### config.mk
export PLATFORM = sky130hd
export DESIGN_NAME = dcache_controller
export DESIGN_NICKNAME = d
export VERILOG_FILES = /design/src/rtl/dcache_pkg.sv /design/src/rtl/dcache_line_array.sv /design/src/rtl/dcache_controller.sv
export SDC_FILE = /design/constraint.sdc
export NUM_CORES = 1
export LEC_CHECK = 0
export BUFFER_PORTS_ARGS = -buffer_cell sky130_fd_sc_hd__buf_2
export CORE_MARGIN = 3
export CORE_UTILIZATION = 45
export DETAILED_ROUTE_END_ITERATION = 6
export GPL_TIMING_DRIVEN = 0
export MAX_ROUTING_LAYER = met4
export PLACE_DENSITY = 0.66
export SLEW_MARGIN = 20
export SYNTH_ARGS = -nofsm -noshare
export SYNTH_HDL_FRONTEND = slang
export SYNTH_SLANG_ARGS = --single-unit
### constraint.sdc
create_clock -name CLK -period 5.6 [get_ports CLK]
set_clock_uncertainty 0.2 [all_clocks]
set_input_delay 1.4 -clock CLK [delete_from_list [all_inputs] [get_ports CLK]]
set_output_delay 1.4 -clock CLK [all_outputs]
set_load 0.02 [all_outputs]
### src/rtl/dcache_pkg.sv
// Shared definitions for the direct-mapped, write-back data cache:
// geometry parameters, controller state encoding and a byte-select helper.
package dcache_pkg;

    localparam int TAG_W    = 3;
    localparam int INDEX_W  = 3;
    localparam int OFFSET_W = 2;
    localparam int LINES    = 8;
    localparam int BLOCK_W  = 32;

    typedef enum logic [1:0] {
        IDLE      = 2'd0,
        WRITEBACK = 2'd1,
        FETCH     = 2'd2,
        UPDATE    = 2'd3
    } state_e;

    // Byte 0 of a block lives in bits [7:0].
    function automatic logic [7:0] block_byte(input logic [BLOCK_W-1:0] blk,
                                              input logic [OFFSET_W-1:0] off);
        return blk[{off, 3'b000} +: 8];
    endfunction

endpackage

### src/rtl/dcache_line_array.sv
// Cache storage: per-line tag, valid, dirty and 4-byte data block, with one
// byte-write port (store hit) and one block-fill port (miss refill).
module dcache_line_array
    import dcache_pkg::*;
(
    input  logic                CLK,
    input  logic                RESET,
    input  logic [INDEX_W-1:0]  index,
    input  logic                byte_we,
    input  logic [OFFSET_W-1:0] byte_offset,
    input  logic [7:0]          byte_data,
    input  logic                fill_en,
    input  logic [TAG_W-1:0]    fill_tag,
    input  logic [BLOCK_W-1:0]  fill_data,
    output logic [TAG_W-1:0]    line_tag,
    output logic                line_valid,
    output logic                line_dirty,
    output logic [BLOCK_W-1:0]  line_data
);

    logic [LINES-1:0]              valid_r;
    logic [LINES-1:0]              dirty_r;
    logic [LINES-1:0][TAG_W-1:0]   tag_r;
    logic [LINES-1:0][BLOCK_W-1:0] data_r;

    // Status bits: reset clears them, a fill marks the line valid and clean.
    always_ff @(posedge CLK) begin
        if (RESET) begin
            valid_r <= '0;
            dirty_r <= '0;
        end else if (fill_en) begin
            valid_r[index] <= 1'b1;
            dirty_r[index] <= 1'b0;
        end else if (byte_we) begin
            dirty_r[index] <= 1'b1;
        end
    end

    // Tag/data arrays are not cleared; a reset cycle simply blocks updates.
    always_ff @(posedge CLK) begin
        if (!RESET) begin
            if (fill_en) begin
                tag_r[index]  <= fill_tag;
                data_r[index] <= fill_data;
            end else if (byte_we) begin
                data_r[index][{byte_offset, 3'b000} +: 8] <= byte_data;
            end
        end
    end

    assign line_tag   = tag_r[index];
    assign line_valid = valid_r[index];
    assign line_dirty = dirty_r[index];
    assign line_data  = data_r[index];

endmodule

### src/rtl/dcache_controller.sv
// Direct-mapped write-back, write-allocate data cache controller: zero-stall
// hits in IDLE, otherwise optional WRITEBACK, FETCH and a one-cycle UPDATE.
module dcache_controller
    import dcache_pkg::*;
(
    input  logic                        CLK,
    input  logic                        RESET,
    input  logic                        READ,
    input  logic                        WRITE,
    input  logic [7:0]                  ADDRESS,
    input  logic [7:0]                  WRITEDATA,
    output logic [7:0]                  READDATA,
    output logic                        BUSYWAIT,
    output logic                        MEM_READ,
    output logic                        MEM_WRITE,
    output logic [TAG_W+INDEX_W-1:0]    MEM_ADDRESS,
    output logic [BLOCK_W-1:0]          MEM_WRITEDATA,
    input  logic [BLOCK_W-1:0]          MEM_READDATA,
    input  logic                        MEM_BUSYWAIT
);

    state_e                     state_r;
    state_e                     state_s;
    logic [TAG_W+INDEX_W-1:0]   miss_blk_r;
    logic [INDEX_W-1:0]         index_s;
    logic                       req_s;
    logic                       hit_s;
    logic                       byte_we_s;
    logic                       fill_en_s;
    logic [TAG_W-1:0]           line_tag_s;
    logic                       line_valid_s;
    logic                       line_dirty_s;
    logic [BLOCK_W-1:0]         line_data_s;

    // The missing block address is latched so a dropped request cannot
    // redirect a transfer already in flight.
    assign index_s = (state_r == IDLE) ? ADDRESS[4:2] : miss_blk_r[INDEX_W-1:0];
    assign req_s   = READ | WRITE;
    assign hit_s   = req_s && line_valid_s && (line_tag_s == ADDRESS[7:5]);

    dcache_line_array u_lines (
        .CLK         (CLK),
        .RESET       (RESET),
        .index       (index_s),
        .byte_we     (byte_we_s),
        .byte_offset (ADDRESS[1:0]),
        .byte_data   (WRITEDATA),
        .fill_en     (fill_en_s),
        .fill_tag    (miss_blk_r[TAG_W+INDEX_W-1:INDEX_W]),
        .fill_data   (MEM_READDATA),
        .line_tag    (line_tag_s),
        .line_valid  (line_valid_s),
        .line_dirty  (line_dirty_s),
        .line_data   (line_data_s)
    );

    // State register and miss-address capture.
    always_ff @(posedge CLK) begin
        if (RESET) begin
            state_r    <= IDLE;
            miss_blk_r <= '0;
        end else begin
            state_r <= state_s;
            if (state_r == IDLE && req_s && !hit_s) begin
                miss_blk_r <= ADDRESS[7:2];
            end
        end
    end

    // Next-state decode and all CPU/memory-side outputs.
    always_comb begin
        state_s       = state_r;
        READDATA      = 8'h00;
        BUSYWAIT      = 1'b0;
        MEM_READ      = 1'b0;
        MEM_WRITE     = 1'b0;
        MEM_ADDRESS   = '0;
        MEM_WRITEDATA = '0;
        byte_we_s     = 1'b0;
        fill_en_s     = 1'b0;
        case (state_r)
            IDLE: begin
                if (hit_s) begin
                    if (WRITE) begin
                        byte_we_s = 1'b1;
                    end else begin
                        READDATA = block_byte(line_data_s, ADDRESS[1:0]);
                    end
                end else if (req_s) begin
                    BUSYWAIT = 1'b1;
                    state_s  = (line_valid_s && line_dirty_s) ? WRITEBACK : FETCH;
                end else begin
                    state_s = IDLE;
                end
            end
            WRITEBACK: begin
                BUSYWAIT      = 1'b1;
                MEM_WRITE     = 1'b1;
                MEM_ADDRESS   = {line_tag_s, miss_blk_r[INDEX_W-1:0]};
                MEM_WRITEDATA = line_data_s;
                if (!MEM_BUSYWAIT) begin
                    state_s = FETCH;
                end else begin
                    state_s = WRITEBACK;
                end
            end
            FETCH: begin
                BUSYWAIT    = 1'b1;
                MEM_READ    = 1'b1;
                MEM_ADDRESS = miss_blk_r;
                if (!MEM_BUSYWAIT) begin
                    fill_en_s = 1'b1;
                    state_s   = UPDATE;
                end else begin
                    state_s = FETCH;
                end
            end
            UPDATE: begin
                BUSYWAIT = 1'b1;
                state_s  = IDLE;
            end
            default: begin
                state_s = IDLE;
            end
        endcase
    end

endmodule
Word-level counts from Yosys, hierarchy flattened
Cells that the tools add are included.
{"block": "op_classes", "addsub": 1, "multipliers": 0, "n_div": 0, "magnitude_cmp": 2, "eq_ne": 5, "shifts": 3, "n_mux": 45, "bitwise_logic": 6, "reduce_logical": 12}
{"cell": "bitwise mux 256 bit", "count": 2}
{"cell": "2-to-1 mux 256 bit", "count": 2}
{"cell": "demux 32 bit (select 3 bit)", "count": 2}
{"cell": "2-to-1 mux 32 bit", "count": 4}
{"cell": "binary-select mux 32 bit (select 3 bit)", "count": 1}
{"cell": "2-to-1 mux 8 bit", "count": 5}
{"cell": "variable shift 8 x 7 -> 32 bit, first input constant", "count": 1}
{"cell": "indexed part select 32 x 6 -> 8 bit", "count": 1}
{"cell": "indexed part select 8 x 7 -> 32 bit", "count": 1}
{"cell": "bitwise mux 24 bit", "count": 1}
{"cell": "OR 8 bit", "count": 2}
{"cell": "2-to-1 mux 1 bit", "count": 13}
{"cell": "one-hot mux 6 bit (2 select lines)", "count": 1}
{"cell": "binary-select mux 3 bit (select 3 bit)", "count": 1}
{"cell": "demux 3 bit (select 3 bit)", "count": 1}
{"cell": "2-to-1 mux 3 bit", "count": 3}
{"cell": "bitwise AND 8 bit", "count": 1}
{"cell": "2-to-1 mux 2 bit", "count": 4}
{"cell": "inverter 8 bit", "count": 1}
{"cell": "one-hot mux 2 bit (4 select lines)", "count": 1}
{"cell": "negation 5 -> 7 bit", "count": 1}
{"cell": "binary-select mux 1 bit (select 3 bit)", "count": 2}
{"cell": "logical AND 1 bit", "count": 6}
{"cell": "== test 2 bit, second input constant", "count": 2}
{"cell": "14 further kinds", "count": 15}
{"block": "totals", "ff_bits": 304, "latchBits": 0, "ram_bits": 0, "rom_bits": 0, "inputBits": 53, "elab_cells": 94, "mem_count": 0}

Logic depth before layout (Yosys ltp)
{"block": "depth", "depth_word": 10, "mapped_depth": 14, "depth_no_buf": 9}

Hierarchy
A second synthesis with hierarchy kept.
{"block": "unflattened", "hier_cells": 1008, "area_unflattened_um2": 14169.8}
{"mod": "dcache_line_array", "instances": 1, "cells_each": 886, "area_each_um2": 13068.8, "seq_area_each_um2": 8728.4}
{"mod": "dcache_controller", "instances": 1, "cells_each": 122, "area_each_um2": 1101.1, "seq_area_each_um2": 160.2}

Least setup slack after synthesis
OpenSTA, ideal clock, no wires.
{"block": "synth_timing", "path_kind": "input port to output port", "from": "in ADDRESS[3]", "to": "out READDATA[2]", "arrival_ns": 3.846, "required_time_ns": 4.000, "path_slack_ns": 0.154, "cell_stages": 10, "path_buffers": 3, "path_cell_list": "buf_2 -> nand3b_1 -> and2_1 -> clkbuf_2 -> buf_2 -> o22a_1 -> nor2_1 -> or4_1 -> mux4_2 -> nor3_1"}
{"block": "synth_between", "elab_chain_len": 7, "word_cells_on_any_way": 14}
{"item": "from (decl)", "line": "dcache_controller.sv:10", "text": "input logic [7:0] ADDRESS,"}
{"item": "2-to-1 mux 3 bit *", "line": "dcache_controller.sv:37", "text": "assign index_s = (state_r == IDLE) ? ADDRESS[4:2] : miss_blk_r[INDEX_W-1:0];"}
{"item": "binary-select mux 32 bit (select 3 bit), or another cell as far along", "line": "dcache_line_array.sv:54", "text": "assign line_data = data_r[index];"}
{"item": "2-to-1 mux 32 bit (implied by the code), or another cell as far along", "line": "dcache_line_array.sv:54"}
{"item": "indexed part select 32 x 6 -> 8 bit, or another cell as far along", "line": "dcache_pkg.sv:21", "text": "return blk[{off, 3'b000} +: 8];"}
{"item": "2-to-1 mux 8 bit / logical AND 1 bit (equally long branches)", "line": "dcache_controller.sv:84, dcache_controller.sv:39"}
{"item": "2-to-1 mux 8 bit *", "line": "dcache_controller.sv:83", "text": "if (hit_s) begin"}
{"item": "2-to-1 mux 8 bit *", "line": "dcache_controller.sv:81", "text": "case (state_r)"}
{"item": "to (decl)", "line": "dcache_controller.sv:12", "text": "output logic [7:0] READDATA,"}
Mark *: on every way between the ends. The rest lies on a longest branch, timed or not. The select of a mux whose other input is x is not followed.

Worst setup path after layout
{"block": "layout_timing", "from": "in ADDRESS[2]", "to": "out READDATA[0]"}
The elaborated chain is that of the path after synthesis.

==> flow_summary.ini <==
[place]
portBuffers = 99
dp_worst_setup_slack_ns = -1.25
place_hpwl_um = 34900
gp_congestion = 0.990

[route]
drt_pre_antenna_iters = 6
drtAntennaViolNets = 0
wl_per_cell_um = 29.1
vias = 11800
post-route-drc-count = 0
drt_wl_total_um = 52500
drt-initial-drc-count = 2028
vias_per_cell = 6.57

[clock_tree]
tritoncts = done
ctsRootBufferMaster = clkbuf_16
clkTransAtPathRegs_ns = 0.05
clk_path_buf_depth = 3
cts_buffers = 34
clock_latency_ns = 0.51
htree_levels = 2
ctsHoldBuffers = 0
clock_sinks = 304

[logic_synthesis]
async_reset_ff_share_pct = 0
synth-seq-cells = 304
synth_ff_type = edfxtp_1
yosysTopAreaCellShare_pct = 60.6
synth_cell_types = 70
synth_area_um2 = 13900
synth-seq-area-share_pct = 64.1
synth_top_cell_by_area = edfxtp_1
synth.area.top_cells = edfxtp_1, nor2_1, o22ai_1
postSynthCellCount = 1206
synth_edf_count = 280
syn_nets = 1268
syn_area_per_cell_um2 = 11.5
synth_warnings = 0

[timing]
tns_ns = -0.0153
timing.fmax_mhz = 178
period_share_pct = 100
setup_viol = 2
hold_viol = 0
slew_headroom_pct = 27.8
max_slew.worst_pin.slew_ns = 1.08
slew_violations = 0
post-route-min-period_ns = 5.61
hold_slack_ns = 0.273
setup_ws_ns = -0.00939

[worst_setup_path]
crit_buf_inv = 4
reg2reg_slack_ns = 1.12
r2r_start = state_r[1]
path_delay_family = multiplexers
worstPathRequired_ns = 4.00
rr_worst_depth = 12
rr_endpoint = u_lines.data_r[54]
path_cells = buf_2 > mux2_4 > buf_4 > a21o_2 > buf_4 > o22ai_1 > nor4_4 > mux4_2 > nor3b_2 > buf_2
start_kind = input port
worstSetupEndpointType = output port
cp_data_arrival_time_ns = 4.01
crit_slowest_cell = mux4_2
slowest_delay_ns = 0.50
worstSetupPathType = input port to output port
critPathMaxFanout = 10

[final_layout]
register_area_um2 = 8890
syn2layout_area_growth_pct = 22.9
layout.nets = 1449
final_layout_size_suffix_gt1_share_pct = 24.0
num-fill-cells = 2493
multi_input_area_um2 = 4970
final_util_pct = 56.7

[global_routing]
overflow = 0
antenna_found_initial = 0
grt_first_pass_wirelength_um = 74000
track_usage_pct = 31.4
grt_pass1_vias = 11200
grt_max_degree = 13

[floorplan]
num_rows = 63
coreArea_um2 = 30000
dieArea_um2 = 33000
start_util_pct = 46.2
ios = 102
die_w_um = 182
die_height_um = 182

[pwr]
ir_drop_v = 0.000227
p_per_area_nw_per_um2 = 485
power_mw = 8.27
leakage_nw = 6.01

[min_path]
hold_path_depth = 2
hold_end = u_lines.valid_r[3]
holdCritPathClass = flop to flop
hp-start = u_lines.valid_r[3]

[run_status]
violations = setup timing
status = finished with violations

[job]
drv_cap = 0
-- stage by stage --
stage | std cells | cell area, µm²
global route | 1799 | 17000
finish | 1801 | 17000
detailed placement | 1708 | 15100
CTS | 1784 | 16600
global placement | 1695 | 14800
floorplan | 1206 | 13900
-- worst max path at each step --
stage | start | end | cells after the start
5_1_grt | ADDRESS[2] | READDATA[6] | 11
4_1_cts | ADDRESS[3] | READDATA[7] | 12
6_report | ADDRESS[2] | READDATA[0] | 10
3_5_place_dp | ADDRESS[4] | READDATA[3] | 11
2_1_floorplan | ADDRESS[3] | READDATA[2] | 10
3_3_place_gp | ADDRESS[4] | READDATA[0] | 10
-- layout make-up --
cell class	count	share of cell area (%)
antenna	2	0.0294
multi-input combinational	794	29.1
inverter	10	0.220
buffer	98	3.97
clock inverter	12	0.610
timing repair buffer	145	5.60
clock buffer	46	5.38
tap	390	2.86
sequential	304	52.2
-- cell usage after synthesis, types with 14 or more instances --
cell      instances
a22oi_1          33
a21oi_1          21
mux2i_1          16
buf_2            24
nor2_1          338
and2_1           14
nand2_1          33
clkbuf_1         37
nor3_1           54
o22ai_1         108
dfxtp_1          24
edfxtp_1        280
nand2b_1         15
o22a_1           14
buf_1            28
-- layout by cell type (no fill, tap or decap), types with 4 or more instances in the layout --
cell | netlist | layout
dfxtp_1 | 24 | 24
clkbuf_16 | 0 | 36
buf_4 | 8 | 50
or4_4 | 0 | 9
mux2i_1 | 16 | 15
o22ai_1 | 108 | 106
o21ai_0 | 8 | 6
nor3_1 | 54 | 19
nor3_2 | 0 | 32
nand2_2 | 1 | 5
nand2b_1 | 15 | 15
or2_2 | 4 | 4
mux4_2 | 7 | 7
nand2_1 | 33 | 29
buf_8 | 0 | 6
a41oi_1 | 8 | 8
buf_2 | 24 | 97
clkbuf_1 | 37 | 43
nor2_1 | 338 | 337
buf_6 | 0 | 19
o31ai_2 | 0 | 4
buf_1 | 28 | 24
a22oi_1 | 33 | 33
a211oi_1 | 9 | 9
edfxtp_1 | 280 | 280
and2_1 | 14 | 12
clkinv_1 | 1 | 7
nand3b_1 | 6 | 6
inv_1 | 8 | 7
a21oi_1 | 21 | 19
a21o_1 | 8 | 6
ha_1 | 9 | 8
buf_12 | 0 | 10
o22a_1 | 14 | 14
clkbuf_4 | 0 | 4
-- cell families after synthesis --
kind of cell               count (synthesis)  share of synthesized area (%)
muxes                                     28                           2.74
DFF                                      304                           64.1
buffers and inverters                    108                           3.37
xor gates and xnor gates                   1                         0.0632
AOI/OAI and AO/OA                        247                           12.6
adders and majority gates                  9                          0.812
and+or+nand+nor                          509                           16.3
-- flip-flops by register name, indices dropped and copies added, names as in the netlist, named ones only --
signal           count
miss_blk_r           6
state_r              2
u_lines.data_r     256
u_lines.tag_r       24
u_lines.valid_r      8
-- where the power goes --
part	leakage [nW]	internal (mW)	switching (mW)	total [mW]
registers	2.96	2.56	0.0444	2.61
logic	2.56	1.20	2.34	3.55
clock network	0.494	1.20	0.915	2.11
total	6.01	4.97	3.30	8.27
-- worst min-delay path, stage by stage (launching register included) --
cell,delay (ns)
dfxtp_1,0.33
a21oi_1,0.04
nor2_1,0.07
-- what timing repair did --
action                     CTS  global route
setup endpoints to repair   28             8
pin swaps                   11            16
gates cloned                 0             1
gates resized for setup    103            56
buffers inserted            18            14
-- layer usage --
| metal | global-route usage (%) | wire (µm) | share of wire [%] |
|---|---|---|---|
| met1 | 40.9 | 18700 | 36 |
| met2 | 45.7 | 23100 | 44 |
| met3 | 10.0 | 8160 | 16 |
| met4 | 13.0 | 2470 | 4.7 |
| met5 | - | 0 | 0 |
Power figures use the tool's default switching activity.
